File: src/rtl/armcore_pkg.sv
// Shared types for the 64-bit Arm core front end.
//   XLEN / INSTR_W : address and instruction widths
//   fetch_state_e  : fetch FSM states
//   fetch_entry_t  : one buffered instruction {instr, pc, fault}
package armcore_pkg;

  localparam int XLEN    = 64;
  localparam int INSTR_W = 32;

  typedef enum logic {
    RUN     = 1'b0,
    FAULTED = 1'b1
  } fetch_state_e;

  typedef struct packed {
    logic [INSTR_W-1:0] instr;
    logic [XLEN-1:0]    pc;
    logic               fault;
  } fetch_entry_t;

  // Sequential word address; wraps modulo 2^XLEN.
  function automatic logic [XLEN-1:0] next_word(input logic [XLEN-1:0] addr);
    return addr + XLEN'(4);
  endfunction

endpackage

File: src/rtl/fetch_fifo.sv
// Synchronous FIFO holding fetched instruction entries.
// Ports:
//   clk, reset           : clock, synchronous active-high reset
//   push, push_data      : write an entry (ignored when full without a pop)
//   pop                  : consume the head entry (ignored when empty)
//   flush                : discard all entries; wins over push and pop
//   head, head_valid     : current head entry (all zeros when empty)
//   count                : number of stored entries
module fetch_fifo #(
  parameter int  DEPTH = 4,
  parameter type entry_t = logic,
  parameter int  CNT_W = $clog2(DEPTH) + 1
) (
  input  logic             clk,
  input  logic             reset,
  input  logic             push,
  input  entry_t           push_data,
  input  logic             pop,
  input  logic             flush,
  output entry_t           head,
  output logic             head_valid,
  output logic [CNT_W-1:0] count
);

  localparam int PTR_W = $clog2(DEPTH);

  entry_t           mem [DEPTH];
  logic [PTR_W-1:0] wr_ptr;
  logic [PTR_W-1:0] rd_ptr;
  logic             do_push;
  logic             do_pop;

  assign head_valid = (count != '0);
  assign do_pop     = pop && head_valid;
  // A full FIFO may still accept a push when the head leaves in the same cycle.
  assign do_push    = push && ((count != CNT_W'(DEPTH)) || do_pop);
  // Gate the head so an empty FIFO presents zeros rather than stale storage.
  assign head       = head_valid ? mem[rd_ptr] : entry_t'('0);

  always_ff @(posedge clk) begin
    if (do_push) begin
      mem[wr_ptr] <= push_data;
    end
  end

  always_ff @(posedge clk) begin
    if (reset || flush) begin
      wr_ptr <= '0;
      rd_ptr <= '0;
      count  <= '0;
    end else begin
      if (do_push) wr_ptr <= wr_ptr + 1'b1;
      if (do_pop)  rd_ptr <= rd_ptr + 1'b1;
      count <= count + CNT_W'(do_push) - CNT_W'(do_pop);
    end
  end

endmodule

File: src/rtl/fetch_unit.sv
// Instruction fetch stage: owns the fetch PC, issues in-order word reads,
// buffers responses and hands them to decode over valid/ready.
// Ports:
//   clk, reset                       : clock, synchronous active-high reset
//   imem_req_valid/ready/addr        : instruction memory read request
//   imem_rsp_valid/data/fault        : in-order read response (never stalled)
//   redirect_valid, redirect_pc      : branch/exception redirect
//   dec_valid/ready/instr/pc/fault   : instruction stream to decode
//   pc                               : next address to request
//
// state   | meaning
// RUN     | issuing requests while credits allow
// FAULTED | fetch fault seen; nothing issued until a redirect
module fetch_unit
  import armcore_pkg::*;
#(
  parameter logic [XLEN-1:0] RESET_PC   = 64'h0000_0000_0000_0000,
  parameter int              FIFO_DEPTH = 4
) (
  input  logic               clk,
  input  logic               reset,
  output logic               imem_req_valid,
  input  logic               imem_req_ready,
  output logic [XLEN-1:0]    imem_req_addr,
  input  logic               imem_rsp_valid,
  input  logic [INSTR_W-1:0] imem_rsp_data,
  input  logic               imem_rsp_fault,
  input  logic               redirect_valid,
  input  logic [XLEN-1:0]    redirect_pc,
  output logic               dec_valid,
  input  logic               dec_ready,
  output logic [INSTR_W-1:0] dec_instr,
  output logic [XLEN-1:0]    dec_pc,
  output logic               dec_fault,
  output logic [XLEN-1:0]    pc
);

  localparam int CNT_W = $clog2(FIFO_DEPTH) + 1;

  fetch_state_e     state;
  fetch_state_e     state_next;
  logic [XLEN-1:0]  resp_pc;
  logic [CNT_W-1:0] outstanding;
  logic [CNT_W-1:0] out_next;
  logic [CNT_W-1:0] drop_cnt;
  logic [CNT_W-1:0] fifo_count;
  logic [CNT_W:0]   credit_used;
  logic             mis_pend;
  logic             accept;
  logic             rsp_drop;
  logic             rsp_keep;
  logic             push;
  fetch_entry_t     push_entry;
  fetch_entry_t     head;
  logic             head_valid;

  // Every in-flight request owns a FIFO slot, so a kept response always fits.
  assign credit_used = {1'b0, outstanding} + {1'b0, fifo_count};
  assign accept      = imem_req_valid && imem_req_ready;
  assign rsp_drop    = imem_rsp_valid && (drop_cnt != '0);
  assign rsp_keep    = imem_rsp_valid && (drop_cnt == '0);
  assign out_next    = outstanding + CNT_W'(accept) - CNT_W'(imem_rsp_valid);

  always_comb begin
    state_next     = state;
    imem_req_valid = 1'b0;
    if (!reset && (state == RUN) && !redirect_valid && !mis_pend &&
        (credit_used < (CNT_W + 1)'(FIFO_DEPTH))) begin
      imem_req_valid = 1'b1;
    end
    if (redirect_valid) begin
      state_next = RUN;
    end else if (mis_pend) begin
      state_next = FAULTED;
    end else if (rsp_keep && imem_rsp_fault) begin
      state_next = FAULTED;
    end
  end

  always_ff @(posedge clk) begin
    if (reset) state <= RUN;
    else       state <= state_next;
  end

  always_ff @(posedge clk) begin
    if (reset) begin
      pc          <= RESET_PC;
      resp_pc     <= RESET_PC;
      outstanding <= '0;
      drop_cnt    <= '0;
      mis_pend    <= 1'b0;
    end else begin
      outstanding <= out_next;
      if (redirect_valid) begin
        pc       <= redirect_pc;
        resp_pc  <= redirect_pc;
        drop_cnt <= out_next;
        mis_pend <= (redirect_pc[1:0] != 2'b00);
      end else begin
        mis_pend <= 1'b0;
        if (accept) pc <= next_word(pc);
        if (rsp_drop) begin
          drop_cnt <= drop_cnt - 1'b1;
        end else if (rsp_keep) begin
          resp_pc <= next_word(resp_pc);
          // Everything still in flight after a fault belongs to the dead path.
          if (imem_rsp_fault) drop_cnt <= out_next;
        end
      end
    end
  end

  // A pending misaligned redirect reports itself as a faulting entry; pc still
  // holds the redirect target because nothing is issued meanwhile.
  always_comb begin
    push       = rsp_keep;
    push_entry = '{instr: imem_rsp_fault ? '0 : imem_rsp_data,
                   pc:    resp_pc,
                   fault: imem_rsp_fault};
    if (mis_pend) begin
      push       = 1'b1;
      push_entry = '{instr: '0, pc: pc, fault: 1'b1};
    end
  end

  fetch_fifo #(
    .DEPTH   (FIFO_DEPTH),
    .entry_t (fetch_entry_t),
    .CNT_W   (CNT_W)
  ) u_fifo (
    .clk        (clk),
    .reset      (reset),
    .push       (push),
    .push_data  (push_entry),
    .pop        (dec_valid && dec_ready),
    .flush      (redirect_valid),
    .head       (head),
    .head_valid (head_valid),
    .count      (fifo_count)
  );

  assign imem_req_addr = pc;
  assign dec_valid     = head_valid;
  assign dec_instr     = head.instr;
  assign dec_pc        = head.pc;
  assign dec_fault     = head.fault;

endmodule

File: config.mk
export PLATFORM = sky130hd
export DESIGN_NAME = fetch_unit
export DESIGN_NICKNAME = d
export VERILOG_FILES = /design/src/rtl/armcore_pkg.sv /design/src/rtl/fetch_fifo.sv /design/src/rtl/fetch_unit.sv
export SDC_FILE = /design/constraint.sdc
export NUM_CORES = 1
export LEC_CHECK = 0
export CAP_MARGIN = 30
export CORE_AREA = 2 2 212 214
export CTS_CLUSTER_DIAMETER = 120
export CTS_CLUSTER_SIZE = 12
export DETAILED_ROUTE_END_ITERATION = 10
export DIE_AREA = 0 0 214 216
export PLACE_DENSITY = 0.92
export SLEW_MARGIN = 20
export SYNTH_ARGS = -nofsm -noshare
export SYNTH_HDL_FRONTEND = slang
export SYNTH_SLANG_ARGS = --single-unit
export TNS_END_PERCENT = 50
File: constraint.sdc
create_clock -name clk -period 5.31 [get_ports clk]
set_input_delay 1.062 -clock clk [delete_from_list [all_inputs] [get_ports clk]]
set_output_delay 1.062 -clock clk [all_outputs]
set_load 0.02 [all_outputs]
Word-level counts from Yosys, hierarchy flattened
Memories as Yosys holds them, arrays and structs flattened. A register that Yosys moved wholly into a read port is not among the register bits.
Cells that the tools add are included.
{"block": "totals", "inputBits": 103, "romBits": 0, "regBits": 143, "mem_count": 1, "latch_bits": 0, "mem_bits_rw": 388}
{"memory": "u_fifo.mem", "words": 4, "width": 97, "rd": 1, "rd_clocked_by_memory_dff": 1, "write_ports": 1, "line": "fetch_fifo.sv:27", "source": "entry_t mem [DEPTH];"}
{"block": "classes", "order_cmp": 1, "n_mux": 20, "n_reduce_logical": 29, "addsub": 10, "div_mod_pow": 0, "n_shift": 0, "multipliers": 0, "bitwise_logic": 2, "n_eq_ne": 2}
{"operator": "$mux 64", "n": 5}
{"operator": "$mux 97", "n": 2}
{"operator": "$add 64x3->64 const B", "n": 2}
{"operator": "$mux 32", "n": 1}
{"operator": "$mux 3", "n": 4}
{"operator": "$reduce_bool 3->1", "n": 4}
{"operator": "$logic_and 1x1->1", "n": 11}
{"operator": "$reduce_bool 2->1", "n": 4}
{"operator": "$add 3x1->3", "n": 2}
{"operator": "$mux 1", "n": 6}
{"operator": "$sub 3x1->3", "n": 2}
{"operator": "$add 2x1->2 const B", "n": 2}
{"operator": "$add 3x3->4", "n": 1}
{"operator": "$lt 4x3->1 const B", "n": 1}
{"operator": "$mux 2", "n": 2}
{"operator": "$reduce_and 2->1", "n": 2}
{"operator": "$reduce_or 2->1", "n": 2}
{"operator": "$logic_not 1->1", "n": 3}
{"operator": "$logic_not 3->1", "n": 1}
{"operator": "$ne 3x3->1 const B", "n": 1}
{"operator": "$sub 3x1->3 const B", "n": 1}
{"operator": "$logic_or 1x1->1", "n": 2}
{"operator": "$ne 2x2->1 const B", "n": 1}
{"operator": "$not 1->1", "n": 2}

Logic depth before layout (Yosys ltp)
Gate-level depths: netlist of run 1.
{"block": "logic_depth", "ltp_word": 13, "mapped_depth": 17, "ltp_nobuf": 13}

By module
From an unflattened synthesis of run 1, not the netlist that was laid out.
{"block": "hier_totals", "hier_cells": 1890, "hier_area_um2": 24573.6}
{"module": "fetch_fifo", "instances": 1, "cells_each": 664, "area_each_um2": 15113.2}
{"module": "fetch_unit", "instances": 1, "cells_each": 1226, "area_each_um2": 9460.3}

Least setup slack after synthesis of run 1
No wires, ideal clock.
{"block": "synth_path", "kind": "input to register", "startpoint": "input imem_rsp_valid", "endpoint": "memory u_fifo.mem[1][0] (netlist bit), enable pin", "arrival_ns": 3.729, "path_stages": 3, "setup_ns": 0.467, "path_buffers": 0, "slack_ns": 1.114, "cell_sequence": "a21oi_1 -> nor2_1 -> and2_1"}
{"block": "synth_between", "elab_chain_cells": 5}
{"item": "start: declaration", "line": "fetch_unit.sv:25", "source": "input logic imem_rsp_valid,"}
{"item": "$logic_and 1x1->1", "line": "fetch_unit.sv:61", "source": "assign rsp_keep = imem_rsp_valid && (drop_cnt == '0);"}
{"item": "$mux 1", "line": "fetch_unit.sv:120", "source": "if (mis_pend) begin"}
{"item": "$logic_and 1x1->1", "line": "fetch_fifo.sv:36", "source": "assign do_push = push && ((count != CNT_W'(DEPTH)) || do_pop);"}
{"item": "net u_fifo.do_push", "line": "fetch_fifo.sv:30", "source": "logic do_push;"}
{"item": "$mux 1", "line": "fetch_fifo.sv:41", "source": "if (do_push) begin"}
{"item": "$mux 1 (not written as such)", "line": "fetch_fifo.sv:42", "source": "mem[wr_ptr] <= push_data;"}
{"item": "end: declaration", "line": "fetch_fifo.sv:27"}
The timed path passes the listed nets, and every way through them passes these cells.

==> results of run 1 <==
## worst register-to-register path, delay by kind of cell, from the launching register on
family | cells | cell delay [ns]
flops | 1 | 0.32
buf+inv | 1 | 0.06
xor+xnor | 1 | 0.11
simple gates | 4 | 2.21
fa+ha+maj | 2 | 0.45
compound gates | 1 | 0.23
## power breakdown
group          internal (W)  switching, W
Combinational       0.00105       0.00124
Clock               0.00186       0.00148
Sequential          0.00484      0.000211
Total               0.00775       0.00294
## stage by stage
step	util, %	hold WS [ns]	total power [W]	setup slack [ns]
6_report	65.97	0.4584	0.01069	1.207
5_1_grt	65.96	0.4841	0.01106	1.049
4_1_cts	65.90	0.4562	0.01073	1.112
3_5_place_dp	62.52	0.4470	0.007426	1.171
3_3_place_gp	62.48	0.4420	0.007358	1.289
2_1_floorplan	-	0.4338	0.006431	1.114
## worst paths after layout
| check | cells past startpoint | end | start |
|---|---|---|---|
| min reg2reg | 2 | resp_pc[1] | resp_pc[1] |
| max | 4 | dec_pc[28] | register |
| max reg2reg | 9 | resp_pc[58] | drop_cnt[0] |
| min | 2 | resp_pc[1] | resp_pc[1] |
## layer usage
layer,wire (µm),share of wire [%],track usage (%)
met5,27,0.042,0
met4,3140,4.8,13.50
met3,6566,10,6.018
met2,29900,46,43.40
met1,25250,39,36.99
## final cells by class
class | count | share of cell area [%]
antenna | 1 | 0.008654
clock buffer | 92 | 5.093
clock inverter | 1 | 0.03029
inverter | 31 | 0.4067
multi-input combinational | 1074 | 29.22
sequential | 533 | 50.36
tap | 592 | 2.562
timing repair buffer | 353 | 12.32
## state kept, by name (all words and copies together), names as in the netlist, named ones only
name and flops:
imem_req_addr 64, resp_pc 64, drop_cnt 3, u_fifo.wr_ptr 2
u_fifo.rd_ptr 2, u_fifo.count 3, state 1, u_fifo.mem 388
outstanding 3, mis_pend 1
## placed cells by master, fill, tap and decap left out, types with 17 or more instances in the layout
master           instances
clkbuf_1                39
nand3_1                 49
mux4_2                  97
and3_1                  25
nand2_1                108
nor3_1                  27
a31oi_1                 34
edfxtp_1               388
nand4_1                 39
and2_1                 142
clkdlybuf4s50_1        327
xnor2_1                 48
clkbuf_16               53
xor2_1                  35
dfxtp_1                142
a211oi_1                30
a21oi_1                 57
inv_1                   30
and4_1                  17
nor2_1                  98
mux2_2                  59
o21ai_0                 60
## kinds of logic (layout without fill, tap and decap cells)
group / Yosys count / in the layout / share of synthesized area, %
AOI/OAI and AO/OA: 243 / 243 / 6.290
other: 0 / 1 / 0
muxes: 161 / 161 / 12.09
and+or+nand+nor: 571 / 571 / 12.81
xor gates and xnor gates: 83 / 83 / 3.030
DFF: 533 / 533 / 60.67
buffers and inverters: 202 / 477 / 4.220
adders and majority gates: 16 / 16 / 0.8972
==> run_results.csv, run 1 <==
group,metric,value,unit
worst_hold_path,hp-class,"register to register",
synth,synth_area_leaders,"edfxtp_1, dfxtp_1, mux4_2, and2_1, mux2_2",
route,routed_via_density,6.296,
layout,instances_no_fill,2677,
setup_path,crit_path_cell_trace,"buf_4 -> mux4_2 -> and2_1 -> clkdlybuf4s50_1",
setup_path,crit_buf_inv,2,
cts,ctsRootBufferMaster,"clkbuf_16",
timing,max_freq,243.7,MHz
floorplanning,io_pins,330,
cts,cts_tree,"done",
synth,ys_types,60,
timing,fin_crit_sh,77.27,%
flow_run,maxCapViolCount,0,
timing,hold_violations,0,
global_routing,grt_pass1_wl,98.60,mm
timing,fin_setup_tns,0,ns
setup_path,critPathMaxFanout,22,
placement,place.gp.congestion,0.9195,
synth,synth-edff-count,388,
layout,final_area,0.02892,mm²
route,drcViolationCount,0,
synth,synth-seq-cells,533,
run_status,outcome,"complete, no violations",
cts,clkSinkCount,533,
cts,cts_inserted_buffers,50,
floorplanning,row_count,77,
setup_path,cp-end-kind,"output pin",
placement,numPortBuffers,329,
timing,worst_pin_slew,1.048,ns
placement,dp.cells,2582,
synth,syn_nets,1928,
setup_path,worstPathArrival,3.04,ns
synth,synth_common_cells,"edfxtp_1, and2_1, dfxtp_1",
timing,rsz0062_at_grt,"false",
route,drt_iter0_drc,2250,
setup_path,r2r_setup_slack,1.87,ns
floorplanning,die-area,0.04622,mm²
layout,fillers,2955,
synth,ys.flop_type,"edfxtp_1",
synth,post_synth.cell_area_avg,13.26,µm²
cts,cts_max_level,2,
layout,drive_gt1_share,12.48,%
global_routing,grt.overflow.total,0,
cts,clkLatencyLatePin,0.59,ns
synth,ys_seq_area_share,60.67,%
synth,synth_warnings,0,
placement,placed_area,0.02741,mm²
setup_path,cp_slowest_cell,"clkdlybuf4s50_1",
route,wl_per_cell,24.24,µm
setup_path,cp.required,4.25,ns
setup_path,crit_type,"register to output pin",
setup_path,crit_family,"buffers and inverters",
timing,slew_headroom,29.58,%
layout,multi_input_area,0.008449,mm²
power_and_ir_drop,leakage,9.430,nW
global_routing,antenna_found_initial,3,
global_routing,grt_max_degree,109,
cts,hold_buffers,0,
layout,num-nets-final,2162,
synth,synthCells,1809,
layout,ff_latch_area,0.01456,mm²
timing,finClkSkew,0.01763,ns
timing,fin_crit,4.103,ns
route,ant_nets,0,
power_and_ir_drop,p_per_area,369.8,mW/mm²
global_routing,track_usage,27.71,%
placement,dp_hpwl,42.04,mm
timing,drv_slew,0,
floorplanning,chipHeight,216,µm
floorplanning,start_util,54.72,%
cts,cts_setup_buffers,0,
timing,finalSetupViolations,0,
layout,syn2layout_area_growth,20.55,%
synth,async_flop_share,0,%
route,drtPass1Iterations,6,
cts,clk_pin_slew_worst_paths,0.06,ns
floorplanning,die_w,214,µm
cts,cts_buffer_depth,3,
setup_path,max_stage_delay,0.63,ns
floorplanning,core-area,0.04384,mm²
global_routing,grt_pass1_vias,16800,
synth,netlist_area,0.02399,mm²
route,wirelength,64.88,mm
cts,post_cts_resized,0,
synth,netlist.area_leader.share,48.57,%
synth,synth.most_common_cell,"edfxtp_1",
synth,synth.largest_area_cell,"edfxtp_1",
setup_path,startpoint_type,"register",
route,vias,16860,
power_and_ir_drop,ir_worst_vdd,0.0002904,V
Note: power is estimated with default switching activity, not from simulation.
==> run 2, diff against run 1 <==
--- a/config.mk
+++ b/config.mk
@@ -6,12 +6,12 @@
 export NUM_CORES = 1
 export LEC_CHECK = 0
 export CAP_MARGIN = 30
-export CORE_AREA = 2 2 212 214
+export CORE_AREA = 2 2 223 225
 export CTS_CLUSTER_DIAMETER = 120
 export CTS_CLUSTER_SIZE = 12
 export DETAILED_ROUTE_END_ITERATION = 10
-export DIE_AREA = 0 0 214 216
-export PLACE_DENSITY = 0.92
+export DIE_AREA = 0 0 225 227
+export PLACE_DENSITY = 0.88
 export SLEW_MARGIN = 20
 export SYNTH_ARGS = -nofsm -noshare
 export SYNTH_HDL_FRONTEND = slang
==> constraint.sdc (replaced) <==
create_clock -name clk -period 3.7 [get_ports clk]
set_input_delay 0.74 -clock clk [delete_from_list [all_inputs] [get_ports clk]]
set_output_delay 0.74 -clock clk [all_outputs]
set_load 0.02 [all_outputs]
==> run 2 against run 1 <==
Clock skew up 0.0071 ns. Combinational power rose by 49%. Non-clock buffer count up 22. Power grew 45%. Register-to-register slack lost 1.2 ns.
==> run_results.csv, run 2 (synthesis results as in run 1) <==
group,metric,value,unit
floorplanning,start_util,49.41,%
layout,mostFrequentLayoutCell,"edfxtp_1",
route,drt_iter0_drc,1801,
layout,final_core_util,60.25,%
timing,max_freq,283.1,MHz
placement,dp_hpwl,44.29,mm
power_and_ir_drop,comb_power_share,22.1,%
layout,syn2layout_area_growth,21.93,%
cts,cts_inserted_buffers,50,
layout,mostFrequentLayoutCells,"edfxtp_1, clkdlybuf4s50_1, and2_1, dfxtp_1, nand2_1",
layout,instances_no_fill,2729,
power_and_ir_drop,leakage,9.570,nW
placement,placed_area,0.02775,mm²
floorplanning,die-area,0.05108,mm²
cts,cts_tree,"done",
timing,finClkSkew,0.02468,ns
timing,rsz0062_at_grt,"false",
power_and_ir_drop,p_int,0.01118,W
power_and_ir_drop,p_sw,0.004271,W
cts,ctsRootBufferMaster,"clkbuf_16",
cts,hold_buffers,0,
route,drcViolationCount,0,
global_routing,antenna_found_initial,1,
timing,fin_crit,3.532,ns
timing,worst_pin_slew,0.8942,ns
route,routed_via_density,6.110,
worst_hold_path,hp-class,"register to register",
power_and_ir_drop,p_sw_share,27.64,%
power_and_ir_drop,seqPwrFrac,46.8,%
setup_path,startpoint_type,"register",
floorplanning,row_count,81,
global_routing,grt.overflow.total,0,
timing,worst_slack,0.1677,ns
layout,top_register,"u_fifo.mem",
power_and_ir_drop,ir_worst_vdd,0.0004274,V
power_and_ir_drop,p_per_area,528.4,mW/mm²
layout,largest_reg_flops,388,
setup_path,cp-end-kind,"output pin",
global_routing,track_usage,25.58,%
route,ant_nets,0,
timing,finalSetupViolations,0,
timing,slew_headroom,39.93,%
setup_path,critPathMaxFanout,27,
placement,dp.cells,2634,
flow_run,maxCapViolCount,0,
layout,final_area,0.02925,mm²
timing,hold_violations,0,
layout,drive_gt1_share,13.40,%
setup_path,worstPathArrival,2.79,ns
timing,drv_slew,0,
floorplanning,io_pins,330,
timing,timing.hold.ws,0.4589,ns
route,wl_per_cell,24.15,µm
placement,numPortBuffers,329,
route,wirelength,65.91,mm
placement,post-place-ws,0.3987,ns
global_routing,grt_max_degree,76,
global_routing,grt_pass1_wl,98.77,mm
cts,clkLatencyLatePin,0.59,ns
run_status,outcome,"complete, no violations",
cts,post_cts_resized,0,
placement,place.gp.congestion,0.9082,
power_and_ir_drop,clkPwrFrac,31.1,%
cts,cts_max_level,2,
layout,fillers,3599,
setup_path,crit_type,"register to output pin",
floorplanning,chipHeight,227,µm
cts,clkSinkCount,533,
floorplanning,core-area,0.04855,mm²
timing,fin_crit_sh,95.47,%
floorplanning,die_w,225,µm
cts,cts_buffer_depth,3,
layout,num-nets-final,2184,
cts,clk_pin_slew_worst_paths,0.06,ns
route,drtPass1Iterations,6,
setup_path,cp.required,2.96,ns
route,vias,16670,
global_routing,grt_pass1_vias,16570,
cts,cts_setup_buffers,0,
run 2: cell count changes in the layout (fill, tap and decap cells not counted), sizes merged:
cell	change
clkbuf	-1
buf	+22
inv	+1
clkinv	-1
diode	+1
run 2: final timing paths:
kind,cells after the start,from,endpoint,slack [ns]
worst max-delay path,4,u_fifo.count[1],dec_instr[21],0.17
worst min-delay path,2,resp_pc[1],resp_pc[1],0.46
worst max register to register,6,imem_req_addr[9],imem_req_addr[35],0.70
worst min register to register,2,resp_pc[1],resp_pc[1],0.46
run 2: power by group through the flow:
stage               Sequential [W]  Clock, W  Combinational [W]
floorplan                  0.00732         0            0.00190
global placement           0.00730         0            0.00334
detailed placement         0.00735         0            0.00343
CTS                        0.00722   0.00489            0.00345
global route               0.00727   0.00508            0.00365
finish                     0.00723   0.00480            0.00342
run 2: layout make-up:
type	count	area, µm²	area share (%)
inverters	31	118.9	0.4064
repair buffers	375	3856	13.18
diodes	2	5.005	0.01711
clock buffers	91	1469	5.022
clock inverters	1	8.758	0.02995
flip-flops and latches	533	14560	49.79
multi-input cells	1074	8449	28.89
well taps	622	778.2	2.661
run 2: layer usage:
metal | wire, µm | global-route usage (%) | up-vias
li1 | - | - | 7268
met1 | 26710 | 34.32 | 8308
met2 | 30720 | 40.87 | 922
met3 | 5669 | 4.737 | 175
met4 | 2803 | 11.62 | 0
met5 | 0 | 0 | -
run 2: worst max-delay path: stages, from the launching register on:
cell	delay (ns)
dfxtp_1	0.37
or3_2	0.76
buf_4	0.33
and2_1	0.20
clkdlybuf4s50_1	0.55
run 2: per-stage QoR:
stage	total power, W	setup TNS [ns]
2_1_floorplan	0.009226	-35.34
3_3_place_gp	0.01065	0
3_5_place_dp	0.01078	0
4_1_cts	0.01556	0
5_1_grt	0.01600	0
6_report	0.01545	0
